<file path="config.mk">
export PLATFORM = sky130hd
export DESIGN_NAME = sbox_seq_ctrl_flat
export DESIGN_NICKNAME = d
export VERILOG_FILES = /design/src/rtl/sbox_seq_ctrl_if.sv /design/src/rtl/sbox_seq_ctrl.sv /design/src/flat_wrapper.sv
export SDC_FILE = /design/constraint.sdc
export NUM_CORES = 1
export LEC_CHECK = 0
export CAP_MARGIN = 40
export CORE_MARGIN = 1
export CORE_UTILIZATION = 50
export CTS_BUF_LIST = sky130_fd_sc_hd__clkbuf_4
export CTS_CLUSTER_SIZE = 16
export DETAILED_ROUTE_END_ITERATION = 8
export GPL_TIMING_DRIVEN = 1
export PLACE_DENSITY = 0.81
export SYNTH_ARGS = -nofsm -noshare
export SYNTH_HDL_FRONTEND = slang
export SYNTH_SLANG_ARGS = --single-unit
</file>
<file path="constraint.sdc">
create_clock -name clk -period 3.5 [get_ports clk]
set_clock_uncertainty 0.2 [all_clocks]
set_input_delay 0.7 -clock clk [delete_from_list [all_inputs] [get_ports clk]]
set_output_delay 0.7 -clock clk [all_outputs]
set_load 0.02 [all_outputs]
</file>
<file path="src/rtl/sbox_seq_ctrl_if.sv">
// Serial handshake/data bundle between the S-box sequencer and its neighbours.
// slave = sequencer side; master = requester, chain and consumer side.
interface sbox_seq_ctrl_if;
    logic       start;
    logic       ser_in;
    logic       fb_in;
    logic       ready;
    logic       busy;
    logic       shift_out;
    logic       ctrl_sbox;
    logic       dout;
    logic       dout_valid;
    logic       done;
    logic [7:0] round_idx;

    modport slave (
        input  start, ser_in, fb_in,
        output ready, busy, shift_out, ctrl_sbox, dout, dout_valid, done, round_idx
    );

    modport master (
        output start, ser_in, fb_in,
        input  ready, busy, shift_out, ctrl_sbox, dout, dout_valid, done, round_idx
    );
endinterface

</file>
<file path="src/rtl/sbox_seq_ctrl.sv">
// Streams a state into a bit-serial S-box chain, recirculates it for ROUNDS substitution passes, then unloads it.
// Latency: start accepted at edge T -> done in cycle T+1+(ROUNDS+2)*NBITS; start is ignored while busy.
module sbox_seq_ctrl #(
    parameter int NBITS  = 128,
    parameter int ROUNDS = 4
) (
    input  logic           clk,
    input  logic           rst,
    sbox_seq_ctrl_if.slave bus
);
    localparam int CW = $clog2(NBITS);
    localparam int RW = (ROUNDS > 1) ? $clog2(ROUNDS) : 1;
    localparam logic [CW-1:0] LAST_BIT   = CW'(NBITS - 1);
    localparam logic [RW-1:0] LAST_ROUND = RW'(ROUNDS - 1);

    typedef enum logic [2:0] {
        S_IDLE,
        S_LOAD,
        S_SUB,
        S_UNLOAD,
        S_DONE
    } state_t;

    state_t          state_q, state_d;
    logic [CW-1:0]   bit_cnt_q, bit_cnt_d;
    logic [RW-1:0]   round_q, round_d;

    always_ff @(posedge clk or posedge rst) begin
        if (rst) begin
            state_q   <= S_IDLE;
            bit_cnt_q <= '0;
            round_q   <= '0;
        end else begin
            state_q   <= state_d;
            bit_cnt_q <= bit_cnt_d;
            round_q   <= round_d;
        end
    end

    always_comb begin
        state_d        = state_q;
        bit_cnt_d      = bit_cnt_q;
        round_d        = round_q;
        bus.ready      = 1'b0;
        bus.busy       = 1'b0;
        bus.shift_out  = 1'b0;
        bus.ctrl_sbox  = 1'b0;
        bus.dout       = 1'b0;
        bus.dout_valid = 1'b0;
        bus.done       = 1'b0;
        bus.round_idx  = 8'd0;

        case (state_q)
            S_IDLE: begin
                bus.ready = 1'b1;
                if (bus.start) begin
                    state_d   = S_LOAD;
                    bit_cnt_d = '0;
                end
            end

            S_LOAD: begin
                bus.busy      = 1'b1;
                bus.shift_out = bus.ser_in;
                if (bit_cnt_q == LAST_BIT) begin
                    state_d   = S_SUB;
                    bit_cnt_d = '0;
                    round_d   = '0;
                end else begin
                    bit_cnt_d = bit_cnt_q + CW'(1);
                end
            end

            S_SUB: begin
                bus.busy      = 1'b1;
                bus.shift_out = bus.fb_in;
                // Substitute as the 8th bit of each byte enters its register.
                bus.ctrl_sbox = (bit_cnt_q[2:0] == 3'd7);
                bus.round_idx = 8'(round_q);
                if (bit_cnt_q == LAST_BIT) begin
                    bit_cnt_d = '0;
                    if (round_q == LAST_ROUND) begin
                        state_d = S_UNLOAD;
                    end else begin
                        round_d = round_q + RW'(1);
                    end
                end else begin
                    bit_cnt_d = bit_cnt_q + CW'(1);
                end
            end

            S_UNLOAD: begin
                bus.busy       = 1'b1;
                bus.dout_valid = 1'b1;
                bus.dout       = bus.fb_in;
                if (bit_cnt_q == LAST_BIT) begin
                    state_d   = S_DONE;
                    bit_cnt_d = '0;
                end else begin
                    bit_cnt_d = bit_cnt_q + CW'(1);
                end
            end

            S_DONE: begin
                bus.busy = 1'b1;
                bus.done = 1'b1;
                state_d  = S_IDLE;
            end

            default: begin
                state_d = S_IDLE;
            end
        endcase
    end
endmodule

</file>
<file path="src/flat_wrapper.sv">
// flat-port wrapper written by rule: the top's interface ports become plain ports
module sbox_seq_ctrl_flat 
#(
    parameter int NBITS  = 128,
    parameter int ROUNDS = 4
)
  (clk, rst, bus_start, bus_ser_in, bus_fb_in, bus_ready, bus_busy, bus_shift_out, bus_ctrl_sbox, bus_dout, bus_dout_valid, bus_done, bus_round_idx);
  sbox_seq_ctrl_if bus_i ();
  input  logic clk;
  input  logic rst;
  input wire logic [$bits(bus_i.start)-1:0] bus_start;
  input wire logic [$bits(bus_i.ser_in)-1:0] bus_ser_in;
  input wire logic [$bits(bus_i.fb_in)-1:0] bus_fb_in;
  output wire logic [$bits(bus_i.ready)-1:0] bus_ready;
  output wire logic [$bits(bus_i.busy)-1:0] bus_busy;
  output wire logic [$bits(bus_i.shift_out)-1:0] bus_shift_out;
  output wire logic [$bits(bus_i.ctrl_sbox)-1:0] bus_ctrl_sbox;
  output wire logic [$bits(bus_i.dout)-1:0] bus_dout;
  output wire logic [$bits(bus_i.dout_valid)-1:0] bus_dout_valid;
  output wire logic [$bits(bus_i.done)-1:0] bus_done;
  output wire logic [$bits(bus_i.round_idx)-1:0] bus_round_idx;
  assign bus_i.start = bus_start;
  assign bus_i.ser_in = bus_ser_in;
  assign bus_i.fb_in = bus_fb_in;
  assign bus_ready = bus_i.ready;
  assign bus_busy = bus_i.busy;
  assign bus_shift_out = bus_i.shift_out;
  assign bus_ctrl_sbox = bus_i.ctrl_sbox;
  assign bus_dout = bus_i.dout;
  assign bus_dout_valid = bus_i.dout_valid;
  assign bus_done = bus_i.done;
  assign bus_round_idx = bus_i.round_idx;
  sbox_seq_ctrl #(.NBITS(NBITS), .ROUNDS(ROUNDS)) u_core (.clk(clk), .rst(rst), .bus(bus_i));
endmodule
</file>
==> Flow_metrics.wiki <==
{| class="wikitable"
! Metric !! Value
|-
| Slowest cell delay on critical path || 0.60 ns
|-
| TritonCTS buffer count || 3
|-
| Detailed-route vias per instance || 6.06
|-
| Boundary pin count || 20
|-
| Die height || between 40 and 50 µm
|-
| DRC violations left || 0
|-
| Critical Path, Cell by Cell || nor2b_1, nor2b_1, and2_1, clkdlybuf4s50_1
|-
| Min cycle time layout || ~3 ns
|-
| Resized cells post-CTS || 0
|-
| Overall power of the completed layout || about 0.00052 W
|-
| Warnings from Yosys || 0
|-
| Maximum fanout encountered on the critical timing path || 10
|-
| Overall routed net length || ~1700 µm
|-
| Synth Flop Type || sky130_fd_sc_hd__dfrtp_1
|-
| Average detailed-routed wire length per instance || roughly 15 µm
|-
| Number of sinks driven by the clock tree || 12
|-
| H-Tree Depth || 1
|-
| Post-synthesis cell type count || 33
|-
| Cell with the most instances after synthesis || sky130_fd_sc_hd__dfrtp_1
|-
| Area of the die || ~0.0017 mm²
|-
| Mapped Avg Cell Area || 9.11 µm²
|-
| Type of the worst setup path || reg -> out
|-
| FF/Latch Area || 300 µm²
|-
| Vias in the first global route || 638
|-
| Hold Vio Cnt, Final || 0
|-
| Area inside the core boundary || about 0.0014 mm²
|-
| Number of diodes || 0
|-
| Clock-pin slew of the registers on the worst-case setup and hold paths || 0.08 ns
|-
| Cell type with the highest occurrence count on the critical path || sky130_fd_sc_hd__nor2b_1
|-
| Placed standard-cell area || 898 µm²
|-
| Remaining Overflow, GRT || 0
|-
| Final Instance Area || 925 µm²
|-
| Kind of path behind the tightest hold check || reg -> reg
|-
| Horizontal extent of the die || 41.6 µm
|-
| Max-cap check violation count || 0
|-
| Arrival time at the worst endpoint || 2.03 ns
|-
| Top area cells in the synthesized netlist || sky130_fd_sc_hd__dfrtp_1 (38%), sky130_fd_sc_hd__buf_4 (5.8%), sky130_fd_sc_hd__ha_1 (4.8%)
|-
| P&R area growth vs syn || 18.1%
|-
| Initial core utilization || 0.567
|-
| Layout cell share with drive strength beyond 1 || 0.110
|-
| Antenna violations before repair || 0
|-
| Pre-CTS WS || ~0.59 ns
|-
| Async set-or-reset flop fraction in the synthesized netlist || 1.00
|-
| Via total after detailed routing || 697
|-
| LEAKAGE || roughly 0.40 nW
|-
| Final count of pins violating max slew || 0
|-
| Largest net degree at the start of global routing || 13
|-
| Net total in the final layout || 109
|-
| Post-Syn Instances || between 80 and 90
|-
| Cell area after synthesis || 783 µm²
|-
| Starting DRT DRC Count || 18
|-
| Proportion of netlist area held by the largest area contributor || 0.383
|-
| Number of enable-type register cells in the synthesized netlist || 0
|-
| Count of buffers added by post-CTS timing repair for setup || 0
|-
| Power density relative to cell area || 567 mW/mm²
|-
| Total global routing track utilization || 0.203
|-
| Data required time at the worst endpoint || 2.60 ns
|-
| Final setup viols || 0
|-
| Library cell occupying the most area in the post-synthesis netlist || sky130_fd_sc_hd__dfrtp_1
|-
| Setup TNS Final || 0 ns
|-
| Standard cell with the maximum stage delay on the critical path || sky130_fd_sc_hd__clkdlybuf4s50_1
|-
| Multi-input gate area || 434 µm²
|-
| Filler cell count || 120
|-
| Post-synthesis register bit count || 12
|-
| Fin crit share || 0.836
|-
| Clock latency on the worst-skew pair || 0.28 ns
|-
| Unrepaired setup endpoints after global routing || no
|-
| Clock root buffer || sky130_fd_sc_hd__clkbuf_4
|-
| Routability-driven placement congestion ratio || 0.779
|-
| Critical Path End Type || output pin
|-
| Remaining antenna violation count after routing || 0
|-
| Wire length of the first global-routing pass || around 2700 µm
|-
| Bufs on Longest Clock Path || 2
|-
| Critical path startpoint category || register
|-
| Dpl hpwl || 1240 µm
|-
| Pre-Repair DR Iteration Count || 4
|-
| Worst supply voltage drop on vdd || approximately 370 µV
|-
| Outcome || finished, final reports clean
|-
| Achievable frequency || approximately 340 MHz
|-
| Top cells by count, synth || sky130_fd_sc_hd__dfrtp_1 (12), sky130_fd_sc_hd__nor2_1 (7), sky130_fd_sc_hd__buf_4 (6), sky130_fd_sc_hd__nand2_1 (6), sky130_fd_sc_hd__o21ai_0 (6)
|-
| Final cell utilization of the core || 0.669
|-
| Sequential share of the synthesized area || 0.383
|-
| Quantity of hold-fixing buffers added after cts || 0
|-
| Count of buffers from port buffering || 13
|-
| Post-layout worst setup margin || 0.575 ns
|-
| CTS tree || done
|-
| Number of cell rows || 13
|}
## logic make-up after synthesis
logic type / synth area share
AO/OA/AOI/OAI: 0.144
flip-flops: 0.383
buffers and inverters: 0.0863
adder cells (fa/ha/maj): 0.0479
XOR/XNOR: 0.0112
multiplexers: 0.0415
other: 0.00479
AND/OR/NAND/NOR: 0.281
## critical path: cells and delay by family, from the launching register on
kind | cells | cell delay (ns)
buffers and inverters | 1 | 0.60
DFF | 1 | 0.51
and+or+nand+nor | 3 | 0.63
## report_power, final
group	internal (W)	switching (W)
Clock	0.0000414	0.0000500
Sequential	0.000184	0.0000651
Combinational	0.0000976	0.0000863
Total	0.000323	0.000201
## flip-flops by register name, indices dropped and copies added (netlist names)
register / count
u_core.state_q: 3
u_core.round_q: 2
u_core.bit_cnt_q: 7
## through the flow
| stage | std cells | hold slack (ns) |
|---|---|---|
| 6_report | 115 | 0.319 |
| 5_1_grt | 115 | 0.353 |
| 4_1_cts | 115 | 0.329 |
| 3_5_place_dp | 111 | 0.318 |
| 3_3_place_gp | 111 | 0.303 |
| 2_1_floorplan | 91 | 0.277 |
## area by class of cell
cell class | instances | area share
Multi-Input combinational cell | 68 | 0.470
Sequential cell | 12 | 0.325
Timing Repair Buffer | 14 | 0.149
Clock buffer | 3 | 0.0244
Tap cell | 15 | 0.0203
Inverter | 2 | 0.00812
Clock inverter | 1 | 0.00406
## final timing paths
| check | from | endpoint | slack [ns] | depth (start not counted) |
|---|---|---|---|---|
| worst min register to register | u_core.round_q[0] | u_core.round_q[0] | 0.32 | 1 |
| min in group asynchronous | rst | u_core.state_q[0] | 0.53 | 2 |
| worst min-delay path | u_core.round_q[0] | u_core.round_q[0] | 0.32 | 1 |
| max in group asynchronous | rst | u_core.round_q[0] | 2.25 | 2 |
| worst max-delay path | u_core.state_q[1] | bus_ctrl_sbox | 0.57 | 4 |
| worst max register to register | u_core.bit_cnt_q[0] | u_core.state_q[1] | 1.64 | 5 |
## metal layers
metal	global-route usage	vias to the layer above	share of wire
li1	-	318	-
met1	0.257	344	0.41
met2	0.341	33	0.52
met3	0.0261	2	0.063
met4	0.0968	0	0.013
met5	0	-	0
## cells in the final DEF, fill, tap and decap left out, types with 2 or more instances in the layout
master / n
sky130_fd_sc_hd__a21oi_1: 4
sky130_fd_sc_hd__a32o_1: 2
sky130_fd_sc_hd__and2_1: 5
sky130_fd_sc_hd__and3_1: 2
sky130_fd_sc_hd__clkbuf_4: 3
sky130_fd_sc_hd__clkdlybuf4s50_1: 13
sky130_fd_sc_hd__conb_1: 6
sky130_fd_sc_hd__dfrtp_1: 12
sky130_fd_sc_hd__ha_1: 3
sky130_fd_sc_hd__inv_1: 2
sky130_fd_sc_hd__mux2_2: 2
sky130_fd_sc_hd__nand2_1: 6
sky130_fd_sc_hd__nand3_1: 2
sky130_fd_sc_hd__nand3b_1: 2
sky130_fd_sc_hd__nand4_1: 2
sky130_fd_sc_hd__nor2_1: 7
sky130_fd_sc_hd__nor2b_1: 3
sky130_fd_sc_hd__nor3_1: 2
sky130_fd_sc_hd__o21ai_0: 6
Power figures use the tool's default switching activity.
==> patch (config.mk and constraints unchanged) <==
The 5 states of `state_t` get a Gray code encoding in 3 bits.
--- a/src/rtl/sbox_seq_ctrl.sv
+++ b/src/rtl/sbox_seq_ctrl.sv
@@ -14,11 +14,11 @@
     localparam logic [RW-1:0] LAST_ROUND = RW'(ROUNDS - 1);
 
     typedef enum logic [2:0] {
-        S_IDLE,
-        S_LOAD,
-        S_SUB,
-        S_UNLOAD,
-        S_DONE
+        S_IDLE   = 3'b000,
+        S_LOAD   = 3'b001,
+        S_SUB    = 3'b011,
+        S_UNLOAD = 3'b010,
+        S_DONE   = 3'b110
     } state_t;
 
     state_t          state_q, state_d;
Behaviour: same outputs for any inputs over 10 cycles, from zero or initial values and one cycle with rst high; not proved beyond that.
==> patch against the unedited design <==
Setup slack got worse by 0.11 ns. Sequential cell count did not move. Cell area fell by 0.68%. Worst hold slack improved by 0.026 ns. Area after synthesis fell by 0.32%. Routed wire length fell by 0.66%. Total power fell by 16%. Combinational power fell by 35%. Critical path type unchanged. Critical endpoint is now bus_dout. Largest cell class unchanged. Largest power group unchanged. Highest routed layer unchanged.
==> patch: results (changes against the unedited design) <==
* Status: finished clean
* Reg2reg path depth at 4 (-1)
* Hold_ws at 0.345 ns (+0.0262 ns)
* Critical R2R Capture: u_core.round_q[0]
* H-tree depth at 1 (unchanged)
* Net switching power at 165 uW (-18%)
* # diodes at 0 (unchanged)
* Max VDD drop at 302 uV (-17%)
* Yosys warns at 0 (unchanged)
* TritonRoute pass-1 iters at 4 (unchanged)
* Area contributors post-synth: dfrtp_1, buf_4, ha_1
* Nets at 106 (-2.8%)
* Syn Area/Cell at 9.29 um2 (+2.1%)
* DP HPWL at 1240 um (-0.37%)
* Hold Path Sink: u_core.bit_cnt_q[0]
* Total Routing Usage GR at 20.8% (+0.51 points)
* Slew Limit Fails at 0 (unchanged)
* R2R Setup Slk at 1.55 ns (-0.09 ns)
* Ys async rst share at 100% (unchanged)
* Cell variety after synth at 36 (+9.1%)
* First-pass GRT wire length at 2750 um (unchanged)
* CTS Buf Count at 3 (unchanged)
* Layout cells sized above 1 at 9.28% (-1.7 points)
* Largest net degree at the start of global routing at 17 (+4)
* Initial antenna violation count at 0 (unchanged)
* Filler cells at 128 (+6.7%)
* Vias at 684 (-1.9%)
* Critical Path AT at 2.14 ns (+0.11 ns)
* Max clock buf depth at 2 (unchanged)
* Max reg flops at 7 (unchanged)
* Clock root buffer master: clkbuf_4
* Vias in the first global route at 574 (-10%)
* Top flop regs: u_core.bit_cnt_q (7), u_core.state_q (3), u_core.round_q (2)
* Hold_sp: u_core.bit_cnt_q[0]
* Clock Latency Late Sink at 0.28 ns (about the same)
* Critical Path Fanout Max at 14 (+4)
* 1st-iter DRT viols at 26 (+8)
* Top FF cell, synth: dfrtp_1
* Post_cts resized at 0 (unchanged)
* IO buf count at 13 (unchanged)
* Hold depth at 1 (unchanged)
* Clock slew at reported path FFs at 0.08 ns (about the same)
* RePlAce Congestion at 0.749 (-3.9%)
* Post-CTS setup buffer count at 0 (unchanged)
* RR Startpoint: u_core.bit_cnt_q[0]
* Final wirelength at 1660 um (-0.66%)
* Leak at 0.401 nW (+1.0%)
* Most common library cells after synthesis: dfrtp_1, nor2_1, buf_4
* Register area share after synthesis at 38.5% (+0.12 points)
* Min-delay worst type: reg2reg
* Area post-placement at 892 um2 (-0.70%)
## patch: worst max-delay path by stage
stage                                 start             to  slack [ns]  depth (start not counted)
after global routing      u_core.state_q[1]       bus_dout        0.32                          4
after global placement            bus_fb_in  bus_shift_out        0.68                          4
after CTS                 u_core.state_q[1]       bus_dout        0.45                          4
final                     u_core.state_q[1]       bus_dout        0.46                          4
after detailed placement          bus_fb_in  bus_shift_out        0.64                          4
after floorplan           u_core.state_q[0]       bus_dout        1.14                          3
## patch: logic make-up (layout without fill, tap and decap cells)
kind of cell    Yosys count  in the layout  synth area share (%)
fa+ha+maj                 3              3                  4.81
other cells               1              6                 0.480
flops                    12             12                  38.5
simple gates             33             33                  26.0
compound gates           22             22                  19.6
buf+inv                  11             19                  8.17
mux                       2              2                  2.56
## patch: routing by layer
metal  wire [um]  global-route usage [%]  vias up
li1            -                       -      335
met1         773                    30.9      322
met2         782                    30.0       25
met3          78                    2.61        2
met4          25                    9.68        0
met5           0                       0        -
## patch: power by group through the flow
| stage | registers [mW] | logic, mW | clock network [mW] |
|---|---|---|---|
| 5_1_grt | 0.238 | 0.135 | 0.0969 |
| 3_3_place_gp | 0.230 | 0.115 | 0 |
| 2_1_floorplan | 0.217 | 0.102 | 0 |
| 4_1_cts | 0.230 | 0.120 | 0.0935 |
| 6_report | 0.231 | 0.120 | 0.0916 |
| 3_5_place_dp | 0.232 | 0.118 | 0 |
## patch: per-stage QoR
step | setup slack (ns) | utilization, % | std cells | total power, mW
after floorplan | 1.14 | - | 89 | 0.319
after global placement | 0.679 | 64.5 | 108 | 0.345
after detailed placement | 0.639 | 64.5 | 108 | 0.350
after CTS | 0.446 | 66.4 | 112 | 0.443
after global routing | 0.325 | 66.4 | 112 | 0.470
final | 0.465 | 66.4 | 112 | 0.442
## patch: critical path: stages, from the launching register on
cell,delay (ns)
dfrtp_1,0.59
inv_1,0.16
nor3_1,0.34
and2_1,0.17
clkdlybuf4s50_1,0.59
## patch: cell type report
class                   count  area [um2]  area share (%)
clock buffers               3        22.5            2.45
multi-input cells          66         435            47.4
repair buffers             13         130            14.2
flip-flops and latches     12         300            32.7
inverters                   2        7.51           0.817
clock inverters             1        3.75           0.409
well taps                  15        18.8            2.04
